--- src/rtl/vga_scan_timing_if.sv ---
// Pixel request bus between the VGA scan-timing stage and the image source.
// The timing stage (master) presents the coordinates of the current pixel
// period. The image source (slave) answers with that pixel's colour bits.
interface vga_scan_timing_if;
    logic [9:0] req_x;
    logic [9:0] req_y;
    logic       req_visible;
    logic       pixel_r;
    logic       pixel_g;
    logic       pixel_b;

    modport master (
        output req_x,
        output req_y,
        output req_visible,
        input  pixel_r,
        input  pixel_g,
        input  pixel_b
    );

    modport slave (
        input  req_x,
        input  req_y,
        input  req_visible,
        output pixel_r,
        output pixel_g,
        output pixel_b
    );
endinterface

--- src/rtl/vga_scan_timing.sv ---
// VGA scan-timing and pixel-output stage.
// The stage divides the system clock down to the pixel rate. It runs the
// horizontal and vertical position counters and requests colour for the
// current position. One pixel period later it drives the registered sync
// and RGB pins.
module vga_scan_timing #(
    parameter int PIXEL_DIV       = 2,
    parameter int H_VISIBLE       = 640,
    parameter int H_FRONT         = 16,
    parameter int H_SYNC          = 96,
    parameter int H_BACK          = 48,
    parameter int V_VISIBLE       = 480,
    parameter int V_FRONT         = 10,
    parameter int V_SYNC          = 2,
    parameter int V_BACK          = 33,
    parameter int SYNC_ACTIVE_LOW = 1
) (
    input  logic              clock,
    input  logic              reset,
    vga_scan_timing_if.master pix,
    output logic              frame_start,
    output logic              vga_hsync,
    output logic              vga_vsync,
    output logic              vga_r,
    output logic              vga_g,
    output logic              vga_b
);

    localparam int H_TOTAL = H_VISIBLE + H_FRONT + H_SYNC + H_BACK;
    localparam int V_TOTAL = V_VISIBLE + V_FRONT + V_SYNC + V_BACK;

    // The counters are 10 bits wide and the divider is 4 bits wide.
    // Reject any geometry that they cannot represent.
    if (H_TOTAL > 1024 || V_TOTAL > 1024) begin : g_total_check
        $error("vga_scan_timing: H_TOTAL and V_TOTAL must not exceed 1024");
    end
    if (PIXEL_DIV < 1 || PIXEL_DIV > 16) begin : g_div_check
        $error("vga_scan_timing: PIXEL_DIV must be in 1..16");
    end

    // The window bounds can reach 1024, so they are 11 bits wide. The
    // counters are zero-extended to 11 bits before each compare.
    localparam logic [3:0]  DIV_LAST  = 4'(PIXEL_DIV - 1);
    localparam logic [9:0]  H_LAST    = 10'(H_TOTAL - 1);
    localparam logic [9:0]  V_LAST    = 10'(V_TOTAL - 1);
    localparam logic [10:0] H_VIS_END = 11'(H_VISIBLE);
    localparam logic [10:0] V_VIS_END = 11'(V_VISIBLE);
    localparam logic [10:0] HS_START  = 11'(H_VISIBLE + H_FRONT);
    localparam logic [10:0] HS_END    = 11'(H_VISIBLE + H_FRONT + H_SYNC);
    localparam logic [10:0] VS_START  = 11'(V_VISIBLE + V_FRONT);
    localparam logic [10:0] VS_END    = 11'(V_VISIBLE + V_FRONT + V_SYNC);
    // This is the pin level when sync is not asserted. XOR with it maps
    // "sync asserted" onto the chosen polarity.
    localparam logic SYNC_IDLE = (SYNC_ACTIVE_LOW != 0);

    logic [3:0] div;
    logic [9:0] h;
    logic [9:0] v;
    logic       tick;
    logic       h_last;
    logic       v_last;
    logic       pixel_visible;
    logic       hsync_on;
    logic       vsync_on;

    // Decode the pixel tick, the wrap points and the sync windows from the
    // current counter values.
    always_comb begin
        tick          = (div == DIV_LAST);
        h_last        = (h == H_LAST);
        v_last        = (v == V_LAST);
        pixel_visible = ({1'b0, h} < H_VIS_END) && ({1'b0, v} < V_VIS_END);
        hsync_on      = ({1'b0, h} >= HS_START) && ({1'b0, h} < HS_END);
        vsync_on      = ({1'b0, v} >= VS_START) && ({1'b0, v} < VS_END);
    end

    assign pix.req_x       = h;
    assign pix.req_y       = v;
    assign pix.req_visible = pixel_visible;

    // Pixel-rate divider, position counters and the one-clock frame_start pulse.
    // NOTE: state registers use non-blocking assignments so every block reads
    // the pre-edge values; blocking here would race the output stage below.
    always_ff @(posedge clock or posedge reset) begin
        if (reset) begin
            div         <= '0;
            h           <= '0;
            v           <= '0;
            frame_start <= 1'b0;
        end else begin
            // NOTE: a default assignment before the conditional logic makes
            // the pulse self-clearing without an explicit else on every path.
            frame_start <= 1'b0;
            if (tick) begin
                div         <= '0;
                frame_start <= h_last && v_last;
                if (h_last) begin
                    h <= '0;
                    v <= v_last ? 10'd0 : v + 10'd1;
                end else begin
                    h <= h + 10'd1;
                end
            end else begin
                div <= div + 4'd1;
            end
        end
    end

    // On each tick, register sync and blanked RGB from the pre-increment
    // coordinates, so that all pins lag the request by one pixel period.
    always_ff @(posedge clock or posedge reset) begin
        if (reset) begin
            vga_hsync <= SYNC_IDLE;
            vga_vsync <= SYNC_IDLE;
            vga_r     <= 1'b0;
            vga_g     <= 1'b0;
            vga_b     <= 1'b0;
        end else if (tick) begin
            vga_hsync <= hsync_on ^ SYNC_IDLE;
            vga_vsync <= vsync_on ^ SYNC_IDLE;
            vga_r     <= pixel_visible & pix.pixel_r;
            vga_g     <= pixel_visible & pix.pixel_g;
            vga_b     <= pixel_visible & pix.pixel_b;
        end
    end

endmodule

--- src/flat_wrapper.sv ---
// flat-port wrapper written by rule: the top's interface ports become plain ports
module vga_scan_timing_flat 
#(
    parameter int PIXEL_DIV       = 2,
    parameter int H_VISIBLE       = 640,
    parameter int H_FRONT         = 16,
    parameter int H_SYNC          = 96,
    parameter int H_BACK          = 48,
    parameter int V_VISIBLE       = 480,
    parameter int V_FRONT         = 10,
    parameter int V_SYNC          = 2,
    parameter int V_BACK          = 33,
    parameter int SYNC_ACTIVE_LOW = 1
)
  (clock, reset, frame_start, vga_hsync, vga_vsync, vga_r, vga_g, vga_b, pix_req_x, pix_req_y, pix_req_visible, pix_pixel_r, pix_pixel_g, pix_pixel_b);
  vga_scan_timing_if pix_i ();
  input  logic clock;
  input  logic reset;
  output logic frame_start;
  output logic vga_hsync;
  output logic vga_vsync;
  output logic vga_r;
  output logic vga_g;
  output logic vga_b;
  output wire logic [$bits(pix_i.req_x)-1:0] pix_req_x;
  output wire logic [$bits(pix_i.req_y)-1:0] pix_req_y;
  output wire logic [$bits(pix_i.req_visible)-1:0] pix_req_visible;
  input wire logic [$bits(pix_i.pixel_r)-1:0] pix_pixel_r;
  input wire logic [$bits(pix_i.pixel_g)-1:0] pix_pixel_g;
  input wire logic [$bits(pix_i.pixel_b)-1:0] pix_pixel_b;
  assign pix_req_x = pix_i.req_x;
  assign pix_req_y = pix_i.req_y;
  assign pix_req_visible = pix_i.req_visible;
  assign pix_i.pixel_r = pix_pixel_r;
  assign pix_i.pixel_g = pix_pixel_g;
  assign pix_i.pixel_b = pix_pixel_b;
  vga_scan_timing #(.PIXEL_DIV(PIXEL_DIV), .H_VISIBLE(H_VISIBLE), .H_FRONT(H_FRONT), .H_SYNC(H_SYNC), .H_BACK(H_BACK), .V_VISIBLE(V_VISIBLE), .V_FRONT(V_FRONT), .V_SYNC(V_SYNC), .V_BACK(V_BACK), .SYNC_ACTIVE_LOW(SYNC_ACTIVE_LOW)) u_core (.clock(clock), .reset(reset), .pix(pix_i), .frame_start(frame_start), .vga_hsync(vga_hsync), .vga_vsync(vga_vsync), .vga_r(vga_r), .vga_g(vga_g), .vga_b(vga_b));
endmodule
--- config.mk ---
export PLATFORM = sky130hd
export DESIGN_NAME = vga_scan_timing_flat
export DESIGN_NICKNAME = d
export VERILOG_FILES = /design/src/rtl/vga_scan_timing_if.sv /design/src/rtl/vga_scan_timing.sv /design/src/flat_wrapper.sv
export SDC_FILE = /design/constraint.sdc
export NUM_CORES = 1
export LEC_CHECK = 0
export BUFFER_PORTS_ARGS = -buffer_cell sky130_fd_sc_hd__buf_2
export CAP_MARGIN = 30
export CORE_ASPECT_RATIO = 0.75
export CORE_MARGIN = 2
export CORE_UTILIZATION = 50
export DETAILED_ROUTE_END_ITERATION = 10
export MAX_ROUTING_LAYER = met4
export PLACE_DENSITY = 0.74
export REMOVE_ABC_BUFFERS = 1
export SYNTH_ARGS = -nofsm -noshare
export SYNTH_HDL_FRONTEND = slang
export SYNTH_SLANG_ARGS = --single-unit
export TNS_END_PERCENT = 1
--- constraint.sdc ---
create_clock -name clock -period 2.9 [get_ports clock]
set_input_delay 0 -clock clock [delete_from_list [all_inputs] [get_ports clock]]
set_output_delay 0 -clock clock [all_outputs]
set_load 0.02 [all_outputs]
-- After elaboration in Yosys (flattened, before gate mapping)
Cells that the tools add are included.
- add/sub/neg operators: 3
- $lt $le $gt $ge: 6
- eq/ne operators: 3
- mux-type cells: 4
- bitwise logic cells: 5
- reductions and logical operators: 5
- operator list (operator ; number):
    10-bit by 1-bit adder with 10-bit output (second input constant) ; 2
    10-bit == test (second input constant) ; 2
    10-bit less-than comparator (second input constant) ; 2
    10-bit by 9-bit less-than comparator with 1-bit output (second input constant) ; 2
    10-bit 2-to-1 mux ; 2
    10-bit >= comparator (second input constant) ; 1
    10-bit by 9-bit >= comparator with 1-bit output (second input constant) ; 1
    4-bit by 1-bit adder with 4-bit output (second input constant) ; 1
    4-bit by 1-bit == test with 1-bit output (second input constant) ; 1
    1-bit logical AND ; 4
    4-bit 2-to-1 mux ; 1
    1-bit bitwise AND ; 3
    1-bit inverter ; 2
    2-bit AND reduction ; 1
    1-bit 2-to-1 mux ; 1
- flip-flop bits (word level): 30
- input bits: 5
- output and inout bits: 27
- logic and storage cells: 35

-- Logic depth before layout (Yosys ltp)
Gate-level depths: netlist of the first run.
- depth in word-level cells: 3
- mapped depth: 6
- gate-level depth less buffers: 6

-- Least setup slack after synthesis of the first run
OpenSTA, ideal clock, no wires.
- path type: reg-to-reg
- from: reg u_core.div[1]
- to: reg u_core.v[5] (netlist: u_core.pix.req_y[5])
- library setup time: 135 ps
- data arrival time: 1890 ps
- required time: 2765 ps
- path slack: 875 ps
- cell stages (with the launch flop): 7
- path buffers: 2
- period minus slack after synthesis: 2025 ps
- cells stage by stage: dfrtp_1 -> or4b_1 -> buf_6 -> or4_4 -> buf_6 -> a21oi_1 -> mux2i_1
- longest elaborated chain between the ends: 2
- ends and longest elaborated chain (item ; RTL line ; source):
    from (decl) ; vga_scan_timing.sv:56 ; logic [3:0] div;
    from (signal assigned) ; vga_scan_timing.sv:104 ; div <= div + 4'd1;
    4-bit by 1-bit == test with 1-bit output ; vga_scan_timing.sv:69 ; tick = (div == DIV_LAST);
    2-bit AND reduction (no source line) ; n/a ;
    to (signal assigned) ; vga_scan_timing.sv:99 ; v <= v_last ? 10'd0 : v + 10'd1;
    to (decl) ; vga_scan_timing.sv:58 ; logic [9:0] v;
Every way passes these cells.
A chain may end at the register's enable or synchronous reset.

-- Final worst setup path of the first run
- from: reg u_core.div[1]
- to: reg u_core.v[8] (netlist: u_core.pix.req_y[8])
Same word-level chain as after synthesis.

==> results of run 1 <==
final timing paths:
kind                       slack [ns]  cells after the start                               to
max reg2reg                      0.58                      4  u_core.pix.req_y[8]$_DFFE_PP0P_
max                              0.58                      4  u_core.pix.req_y[8]$_DFFE_PP0P_
min reg2reg                      0.50                      2     u_core.vga_vsync$_DFFE_PP1P_
min in group clock               0.49                      3         u_core.vga_b$_DFFE_PP0P_
min                              0.25                      3          u_core.div[1]$_DFF_PP0_
max in group asynchronous        2.13                      4     u_core.vga_hsync$_DFFE_PP1P_
state kept, by name, indices dropped and copies added, names as in the netlist:
signal,flops
u_core.div,4
u_core.frame_start,1
u_core.vga_r,1
u_core.vga_g,1
u_core.pix.req_y,10
u_core.vga_hsync,1
u_core.vga_vsync,1
u_core.pix.req_x,10
u_core.vga_b,1
final cells by class:
type,instances,area (um2)
Timing Repair Buffer,37,230
Multi-Input combinational cell,105,691
Clock inverter,2,12.5
Tap cell,38,47.5
Fill cell,243,1060
Clock buffer,6,82.6
Sequential cell,30,753
Inverter,9,33.8
layout by cell type (no fill, tap or decap), types with 6 or more instances in the layout:
| cell | synthesis | final |
|---|---|---|
| buf_2 | 0 | 31 |
| dfrtp_1 | 28 | 28 |
| nor2_1 | 11 | 11 |
| nand2_1 | 10 | 10 |
| nand4_1 | 9 | 9 |
| xnor2_1 | 9 | 9 |
| nand3_1 | 9 | 9 |
| inv_1 | 9 | 9 |
| and3_1 | 7 | 7 |
| o21ai_1 | 7 | 7 |
| clkbuf_8 | 0 | 6 |
power groups by stage:
stage	sequential (mW)	clock (mW)	combinational, mW
after floorplan	0.432	0	0.00843
after detailed placement	0.430	0	0.0230
after global routing	0.422	0.367	0.0298
after global placement	0.429	0	0.0184
final	0.422	0.341	0.0269
after CTS	0.422	0.350	0.0275
what timing repair did:
action / CTS / global route
resized for setup: 0 / 0
buffers inserted: 0 / 0
hold endpoints to repair: 10 / 0
endpoints found under the setup margin: 0 / 0
hold buffers: 4 / 0
layer usage:
| metal | vias to the layer above | GRT usage (%) | part of all wire [%] |
|---|---|---|---|
| met4 | 0 | 6.12 | 0.59 |
| met2 | 48 | 30.1 | 43 |
| met3 | 2 | 5.19 | 6.8 |
| met1 | 616 | 31.7 | 50 |
| met5 | - | - | 0 |
| li1 | 616 | - | - |
cell families after synthesis:
| logic type | after synthesis |
|---|---|
| buf+inv | 15 |
| simple gates | 61 |
| compound gates | 26 |
| fa+ha+maj | 4 |
| mux | 2 |
| flops | 30 |
| xor+xnor | 12 |
critical path: cells and delay by family, from the launching register on:
family	cells	cell delay (ns)
simple gates	3	1.62
flops	1	0.42
xor+xnor	1	0.17
stage by stage:
step | utilization [%] | instance area, um2 | setup WS [ns]
after floorplan | - | 1480 | 0.635
after global placement | 57.9 | 1690 | 0.649
after detailed placement | 58.9 | 1720 | 0.597
after CTS | 63.5 | 1850 | 0.594
after global routing | 63.5 | 1850 | 0.453
final | 63.5 | 1850 | 0.580
==> flow_metrics.tcl, run 1 <==
set metrics [dict create \
    dieArea_mm2 0.00350 \
    drcViolationCount 0 \
    start_kind "flop" \
    pwr-share-seq_pct 53.5 \
    powerDensity_mw_per_mm2 427 \
    cts_buffer_depth 2 \
    power_mw 0.789 \
    ys_top_cells_by_area "dfrtp_1 46%, xnor2_1 5.2%, nand4_1 3.7%, dfstp_2 3.5%, ha_1 3.3%" \
    crit_start "u_core.div[1]$_DFF_PP0_" \
    skew_ns 0.00342 \
    internal_power_mw 0.624 \
    synthSimpleGateAreaFrac_pct 23.3 \
    area_growth_pct 21.8 \
    peakVddDrop_mv 0.335 \
    grtUsageTotal_pct 21.7 \
    nets 197 \
    wl_um 3220 \
    cts_tree "yes" \
    synth_compound_gate_area_share_pct 10.5 \
    p_comb_share_pct 3.4 \
    netlist_area_mm2 0.00152 \
    p_clk_share_pct 43.1 \
    dp.cells 215 \
    htree_levels 2 \
    vias 1282 \
    rsz0062_at_grt "no" \
    drv_slew 0 \
    io_buffers 31 \
    post-route-period-util_pct 80.0 \
    grt_pass1_wl_um 5420 \
    clockRootBuffer "clkbuf_8" \
    grt_max_degree 24 \
    yosys-top-cells-count "28 x dfrtp_1, 11 x nor2_1, 10 x nand2_1" \
    arrival_ns 2.48 \
    wl_per_cell_um 14.2 \
    drt_pre_antenna_iters 4 \
    netlist.area_leader.share_pct 46.1 \
    synthAdderAreaFrac_pct 3.29 \
    antenna_found_initial 0 \
    worst-path-max-fanout 14 \
    tns_ns 0 \
    synth_top_family_by_area "simple AND/OR/NAND/NOR gates" \
    rows 17 \
    synthFlopType "dfrtp_1" \
    insertion_delay_ns 0.27 \
    slowest_stage "or4b_1" \
    crit_required_ns 3.06 \
    timing.final.hold_violations 0 \
    synthArstFlopShare_pct 100 \
    die_x_um 67.6 \
    p_switching_mw 0.166 \
    end_kind "flop" \
    rr_startpoint "u_core.div[1]$_DFF_PP0_" \
    synth_xor_area_share_pct 6.92 \
    max_freq_ghz 0.431 \
    gp_congestion 0.790 \
    drtIter0Drc 48 \
    cpPeakStageDelay_ns 0.71 \
    final_cells 227 \
    setup_viol 0 \
    antenna_cells 0 \
    synth_edf_count 0 \
    hold_slack_ns 0.253 \
    synth.mux.area_fraction_pct 1.40 \
    tightestPinTransition_ns 0.744 \
    path_clk_slew_ns 0.06 \
    status "finished, final reports clean" \
    io_pins 32 \
    swShare_pct 21.0 \
    crit_type "flop to flop" \
    crit_chain "or4b_1 -> nor4_4 -> nand4_1 -> xnor2_1" \
    hold_path_class "input pin to asynchronous set/reset pin" \
    yosysMostFrequentCell "dfrtp_1" \
    numCtsBuffers 5 \
    synth_cells 150 \
    cap_violations 0 \
    p_leak_nw 0.860 \
    cts_sinks 30 \
    die_y_um 51.7 \
    finalCriticalPeriod_ns 2.32 \
    synth_top_cell_by_area "dfrtp_1" \
    synth_seq_cells 30 \
    antenna_left 0 \
    syn_avg_cell_area_um2 10.1 \
    ys_warn_count 0 \
    dp_hpwl_um 2410 \
    avgViaCountPerCell 5.65 \
    grt_pass1_vias 1125 \
    slew_headroom_pct 49.7 \
    ys_types 33 \
    coreArea_mm2 0.00291 \
    drive_above_1_share_pct 25.9 \
    initial_utilization_pct 52.1 \
    overflow 0 \
    yosysSeqAreaShare_pct 49.6 \
]
Power figures use the tool's default switching activity.
==> run 2, diff against run 1 <==
- CORE_UTILIZATION: 50 -> 48
- clock period: 2.9 -> 2.1 ns (I/O delays scaled with it)
==> run 2 against run 1 <==
Sequential power up 38%. Largest power group unchanged. Critical path depth unchanged. Setup slack got worse by 0.52 ns. Sequential share of layout area is 1.1 points lower.
==> flow_metrics.tcl, run 2 (synthesis gave the netlist of run 1 again) <==
set metrics [dict create \
    gp_congestion 0.883 \
    peakVddDrop_mv 0.379 \
    vias 1302 \
    drv_slew 0 \
    final_util_pct 63.8 \
    cap_violations 0 \
    wl_um 3480 \
    numCtsBuffers 5 \
    fill_cells 260 \
    post-route-period-util_pct 96.9 \
    cts_buffer_depth 2 \
    skew_ns 0.00256 \
    postLayoutCellArea_mm2 0.00190 \
    drcViolationCount 0 \
    crit_chain "or4b_1 -> or4_4 -> a21oi_1 -> mux2i_1" \
    cts_resized 0 \
    avgViaCountPerCell 5.49 \
    cts_sinks 30 \
    status "finished, final reports clean" \
    grt_pass1_vias 1230 \
    path_clk_slew_ns 0.06 \
    tightestPinTransition_ns 0.442 \
    arrival_ns 2.18 \
    hold_slack_ns 0.350 \
    slowest_stage "or4_4" \
    worst-path-max-fanout 8 \
    timing.final.hold_violations 0 \
    die_x_um 69.0 \
    antenna_found_initial 0 \
    die_y_um 52.7 \
    htree_levels 2 \
    antenna_left 0 \
    rows 17 \
    io_pins 32 \
    p_leak_nw 0.905 \
    dieArea_mm2 0.00363 \
    max_freq_ghz 0.491 \
    drive_above_1_share_pct 29.1 \
    final_cell_mix "31 x buf_2, 28 x dfrtp_1, 13 x buf_4" \
    drtIter0Drc 104 \
    cpPeakStageDelay_ns 0.62 \
    rsz0062_at_grt "no" \
    finalCriticalPeriod_ns 2.04 \
    nets 208 \
    io_buffers 31 \
    layout_commonest_cell "buf_2" \
    antenna_cells 0 \
    area_growth_pct 25.1 \
    drt_pre_antenna_iters 4 \
    initial_utilization_pct 51.0 \
    hold_path_class "input pin to asynchronous set/reset pin" \
    crit_required_ns 2.24 \
    grt_max_degree 31 \
    start_kind "flop" \
    insertion_delay_ns 0.27 \
    dp_hpwl_um 2510 \
    coreArea_mm2 0.00298 \
    grt_pass1_wl_um 5780 \
    slew_headroom_pct 70.1 \
    clockRootBuffer "clkbuf_8" \
    end_kind "flop" \
    powerDensity_mw_per_mm2 547 \
    place_area_mm2 0.00178 \
    overflow 0 \
    crit_type "flop to flop" \
    cts_tree "yes" \
    setup_viol 0 \
    grtUsageTotal_pct 22.4 \
    wl_per_cell_um 14.7 \
]
[run 2: what timing repair did]
action / CTS / global route
hold buffers: 4 / 0
buffers inserted: 0 / 0
hold endpoints to repair: 31 / 0
[run 2: worst paths after layout]
kind | startpoint | to | slack, ns | cells past startpoint
worst min register to register | u_core.vga_g$_DFFE_PP0P_ | u_core.vga_g$_DFFE_PP0P_ | 0.50 | 1
worst max-delay path | u_core.div[3]$_DFF_PP0_ | u_core.pix.req_y[5]$_DFFE_PP0P_ | 0.06 | 4
max in group asynchronous | reset | u_core.vga_hsync$_DFFE_PP1P_ | 1.44 | 4
min in group clock | u_core.vga_g$_DFFE_PP0P_ | u_core.vga_g$_DFFE_PP0P_ | 0.50 | 1
worst max register to register | u_core.div[3]$_DFF_PP0_ | u_core.pix.req_y[5]$_DFFE_PP0P_ | 0.06 | 4
worst min-delay path | reset | u_core.pix.req_y[7]$_DFFE_PP0P_ | 0.35 | 4
[run 2: metal layers]
metal	up-vias	track usage (%)	routed length [um]
met5	-	-	0
met2	38	34.6	1650
li1	635	-	-
met4	0	5.88	22
met1	627	30.2	1620
met3	2	4.52	180
[run 2: final cells by class]
type                       instances  area, um2  area share [%]
sequential                        30        753            39.6
multi-input combinational        105        697            36.7
timing repair buffer              48        293            15.4
clock buffer                       7       76.3            4.02
tap                               38       47.5            2.50
inverter                           9       33.8            1.78
[run 2: where the power goes]
| group | leakage, nW | switching [mW] | internal, mW | total, mW |
|---|---|---|---|---|
| Sequential | 0.391 | 0.00133 | 0.581 | 0.583 |
| Combinational | 0.476 | 0.0190 | 0.0135 | 0.0324 |
| Clock | 0.0383 | 0.196 | 0.228 | 0.424 |
[run 2: critical path: cells and delay by family (launching register included)]
kind            cells  cell delay [ns]
simple gates        2             1.22
flops               1             0.43
compound gates      1             0.16
mux                 1             0.10
[run 2: per-stage QoR]
| stage | worst slack [ns] | std cells | power, mW | setup TNS (ns) |
|---|---|---|---|---|
| final | 0.0643 | 237 | 1.04 | 0 |
| after global routing | 0.00715 | 237 | 1.08 | 0 |
| after CTS | 0.105 | 237 | 1.05 | 0 |
| after detailed placement | 0.117 | 226 | 0.620 | 0 |
| after global placement | 0.188 | 226 | 0.619 | 0 |
| after floorplan | -0.165 | 144 | 0.608 | -0.199 |
==> run 3, diff against run 2 <==
--- a/config.mk
+++ b/config.mk
@@ -7,2 +7,3 @@
 export LEC_CHECK = 0
+export ABC_AREA = 1
 export BUFFER_PORTS_ARGS = -buffer_cell sky130_fd_sc_hd__buf_2
@@ -11,6 +12,6 @@
 export CORE_MARGIN = 2
-export CORE_UTILIZATION = 48
+export CORE_UTILIZATION = 49
 export DETAILED_ROUTE_END_ITERATION = 10
 export MAX_ROUTING_LAYER = met4
-export PLACE_DENSITY = 0.74
+export PLACE_DENSITY = 0.75
 export REMOVE_ABC_BUFFERS = 1
--- a/constraint.sdc
+++ b/constraint.sdc
@@ -3,2 +3,2 @@
 set_output_delay 0 -clock clock [all_outputs]
-set_load 0.02 [all_outputs]
+set_load 0.05 [all_outputs]
==> run 3 against run 2 <==
The run now ends with negative hold slack left. Die area rose by 8.1%. Clock skew rose by 0.0014 ns. Critical path depth rose by 4. Sequential share of layout area fell by 2.4 points. Flip-flop and latch count did not move. Clock power rose by 37%. Synthesized area rose by 11%. Non-clock buffer count fell by 12. Fmax rose by 16%. Via count rose by 16%. Clock-buffer cell count fell by 1. Largest cell class is now multi-input combinational cells.
==> flow_metrics.tcl, run 3 <==
set metrics [dict create \
    status "complete, but fails checks" \
    violations "negative hold slack" \
    avgViaCountPerCell 5.00 \
    start_kind "flop" \
    arrival_ns 1.92 \
    tightestPinTransition_ns 0.545 \
    synth_top_cell_by_area "dfrtp_1" \
    cap_violations 0 \
    overflow 0 \
    worst-path-max-fanout 11 \
    synth_cells 221 \
    dp_hpwl_um 2620 \
    syn_avg_cell_area_um2 7.63 \
    cts_tree "yes" \
    die_y_um 54.8 \
    grtUsageMet2_pct 28.9 \
    cts_sinks 30 \
    drv_slew 0 \
    yosys-top-cells-count "58 x nand2_1, 32 x inv_1, 28 x dfrtp_1" \
    synthAdderAreaFrac_pct 2.97 \
    end_kind "flop" \
    drcViolationCount 0 \
    rsz0062_at_grt "no" \
    numCtsBuffers 5 \
    antenna_cells 0 \
    synth_seq_cells 30 \
    hold_path_class "input pin to flop" \
    synth.mux.area_fraction_pct 0 \
    met3_usage_pct 5.71 \
    p_leak_nw 1.08 \
    antenna_found_initial 0 \
    ys_warn_count 0 \
    insertion_delay_ns 0.28 \
    drive_above_1_share_pct 18.4 \
    tns_ns 0 \
    layout_commonest_cell "nand2_1" \
    io_buffers 31 \
    synthArstFlopShare_pct 100 \
    dieArea_mm2 0.00393 \
    drt_pre_antenna_iters 4 \
    slew_headroom_pct 63.3 \
    hold_slack_ns -0.00119 \
    crit_required_ns 2.26 \
    netlist.area_leader.share_pct 41.6 \
    met1_usage_pct 27.8 \
    netlist_area_mm2 0.00169 \
    synthSimpleGateAreaFrac_pct 31.4 \
    vias 1505 \
    rows 18 \
    synthFlopType "dfrtp_1" \
    drtIter0Drc 76 \
    synth_top_family_by_area "simple AND/OR/NAND/NOR gates" \
    post_cts_buffers 0 \
    initial_utilization_pct 51.3 \
    htree_levels 2 \
    setup_viol 0 \
    nets 270 \
    grt_pass1_wl_um 5710 \
    top_usage_layer "met2" \
    coreArea_mm2 0.00329 \
    skew_ns 0.00395 \
    powerDensity_mw_per_mm2 593 \
    ys_types 24 \
    peakVddDrop_mv 0.327 \
    place_area_mm2 0.00188 \
    ys_top_cells_by_area "dfrtp_1 42%, nand2_1 13%, inv_1 7.1%, nand3_1 5.3%, nor2_1 5.1%" \
    io_pins 32 \
    synth_xor_area_share_pct 4.68 \
    clockRootBuffer "clkbuf_8" \
    synth_edf_count 0 \
    final_util_pct 61.6 \
    yosysMostFrequentCell "nand2_1" \
    post-route-period-util_pct 83.9 \
    area_growth_pct 20.1 \
    wl_per_cell_um 11.8 \
    grt_max_degree 31 \
    finalCriticalPeriod_ns 1.76 \
    die_x_um 71.7 \
    crit_type "flop to flop" \
    synth_compound_gate_area_share_pct 7.28 \
    gp_congestion 0.815 \
    final_cell_mix "58 x nand2_1, 32 x inv_1, 31 x buf_2" \
    yosysSeqAreaShare_pct 44.7 \
    path_clk_slew_ns 0.06 \
    max_freq_ghz 0.568 \
    grtUsageTotal_pct 20.1 \
    grt_pass1_vias 1265 \
    antenna_left 0 \
    postLayoutCellArea_mm2 0.00202 \
    final_cells 301 \
    cts_buffer_depth 2 \
    wl_um 3540 \
    dp.cells 291 \
    timing.final.hold_violations 1 \
    fill_cells 295 \
]
-- run 3: changes by cell type in the layout (fill, tap and decap cells not counted), sizes merged, moves of 7 or more --
cell,change
nor2,+15
buf,-11
nand2,+48
inv,+25
xnor2,-8
nand3,+9
o21ai,+7
-- run 3: what timing repair did --
action	CTS	global route
gates resized for setup	0	0
hold endpoints to repair	30	0
hold buffers	3	0
-- run 3: layout make-up --
class,instances,area [um2],share of cell area [%]
multi-input cells,154,781,38.6
inverters,34,128,6.30
repair buffers,36,200,9.89
flip-flops and latches,30,753,37.2
clock buffers,6,82.6,4.08
clock inverters,1,30.0,1.48
well taps,40,50.0,2.47
-- run 3: kinds of logic (layout without fill, tap and decap cells) --
| family | after synthesis | in the layout |
|---|---|---|
| buffers and inverters | 37 | 77 |
| and+or+nand+nor | 117 | 117 |
| xor gates and xnor gates | 9 | 9 |
| AOI/OAI and AO/OA | 24 | 24 |
| adders and majority gates | 4 | 4 |
| DFF | 30 | 30 |
-- run 3: per-stage QoR --
step           worst slack (ns)  total power [mW]  hold WS, ns
2_1_floorplan             0.209             0.614       0.0893
3_3_place_gp              0.442             0.626       0.0938
3_5_place_dp              0.344             0.626       0.0930
4_1_cts                   0.327              1.22     0.000280
5_1_grt                   0.151              1.24       0.0517
6_report                  0.338              1.20     -0.00119
-- run 3: path summary, 6_finish.rpt --
| path | slack [ns] | cells past startpoint | from | end |
|---|---|---|---|---|
| worst max register to register | 0.34 | 8 | u_core.pix.req_x[0]$_DFFE_PP0P_ | u_core.pix.req_y[6]$_DFFE_PP0P_ |
| min in group asynchronous | 0.33 | 4 | reset | u_core.vga_g$_DFFE_PP0P_ |
| max in group asynchronous | 1.44 | 4 | reset | u_core.vga_hsync$_DFFE_PP1P_ |
| worst min-delay path | -0.001 | 3 | pix_pixel_b | u_core.vga_b$_DFFE_PP0P_ |
| worst min register to register | 0.46 | 1 | u_core.div[3]$_DFF_PP0_ | u_core.div[3]$_DFF_PP0_ |
| worst max-delay path | 0.34 | 8 | u_core.pix.req_x[0]$_DFFE_PP0P_ | u_core.pix.req_y[6]$_DFFE_PP0P_ |
-- run 3: worst max-delay path, cell delays in order (launching register included) --
cell     delay, ns
dfrtp_1       0.44
ha_1          0.23
inv_1         0.08
nor2_4        0.15
nand4_2       0.16
nor2_4        0.26
inv_1         0.18
nand2_1       0.09
o21ai_1       0.06
-- run 3: power breakdown --
group          internal, mW  total [mW]  switching (mW)
combinational        0.0109      0.0364          0.0255
clock                 0.379       0.582           0.203
sequential            0.581       0.583         0.00127
-- run 3: per-layer routing --
metal	share of wire, %	vias up
met1	50	684
li1	-	779
met2	43	40
met5	0	-
met4	0.40	0
met3	6.5	2
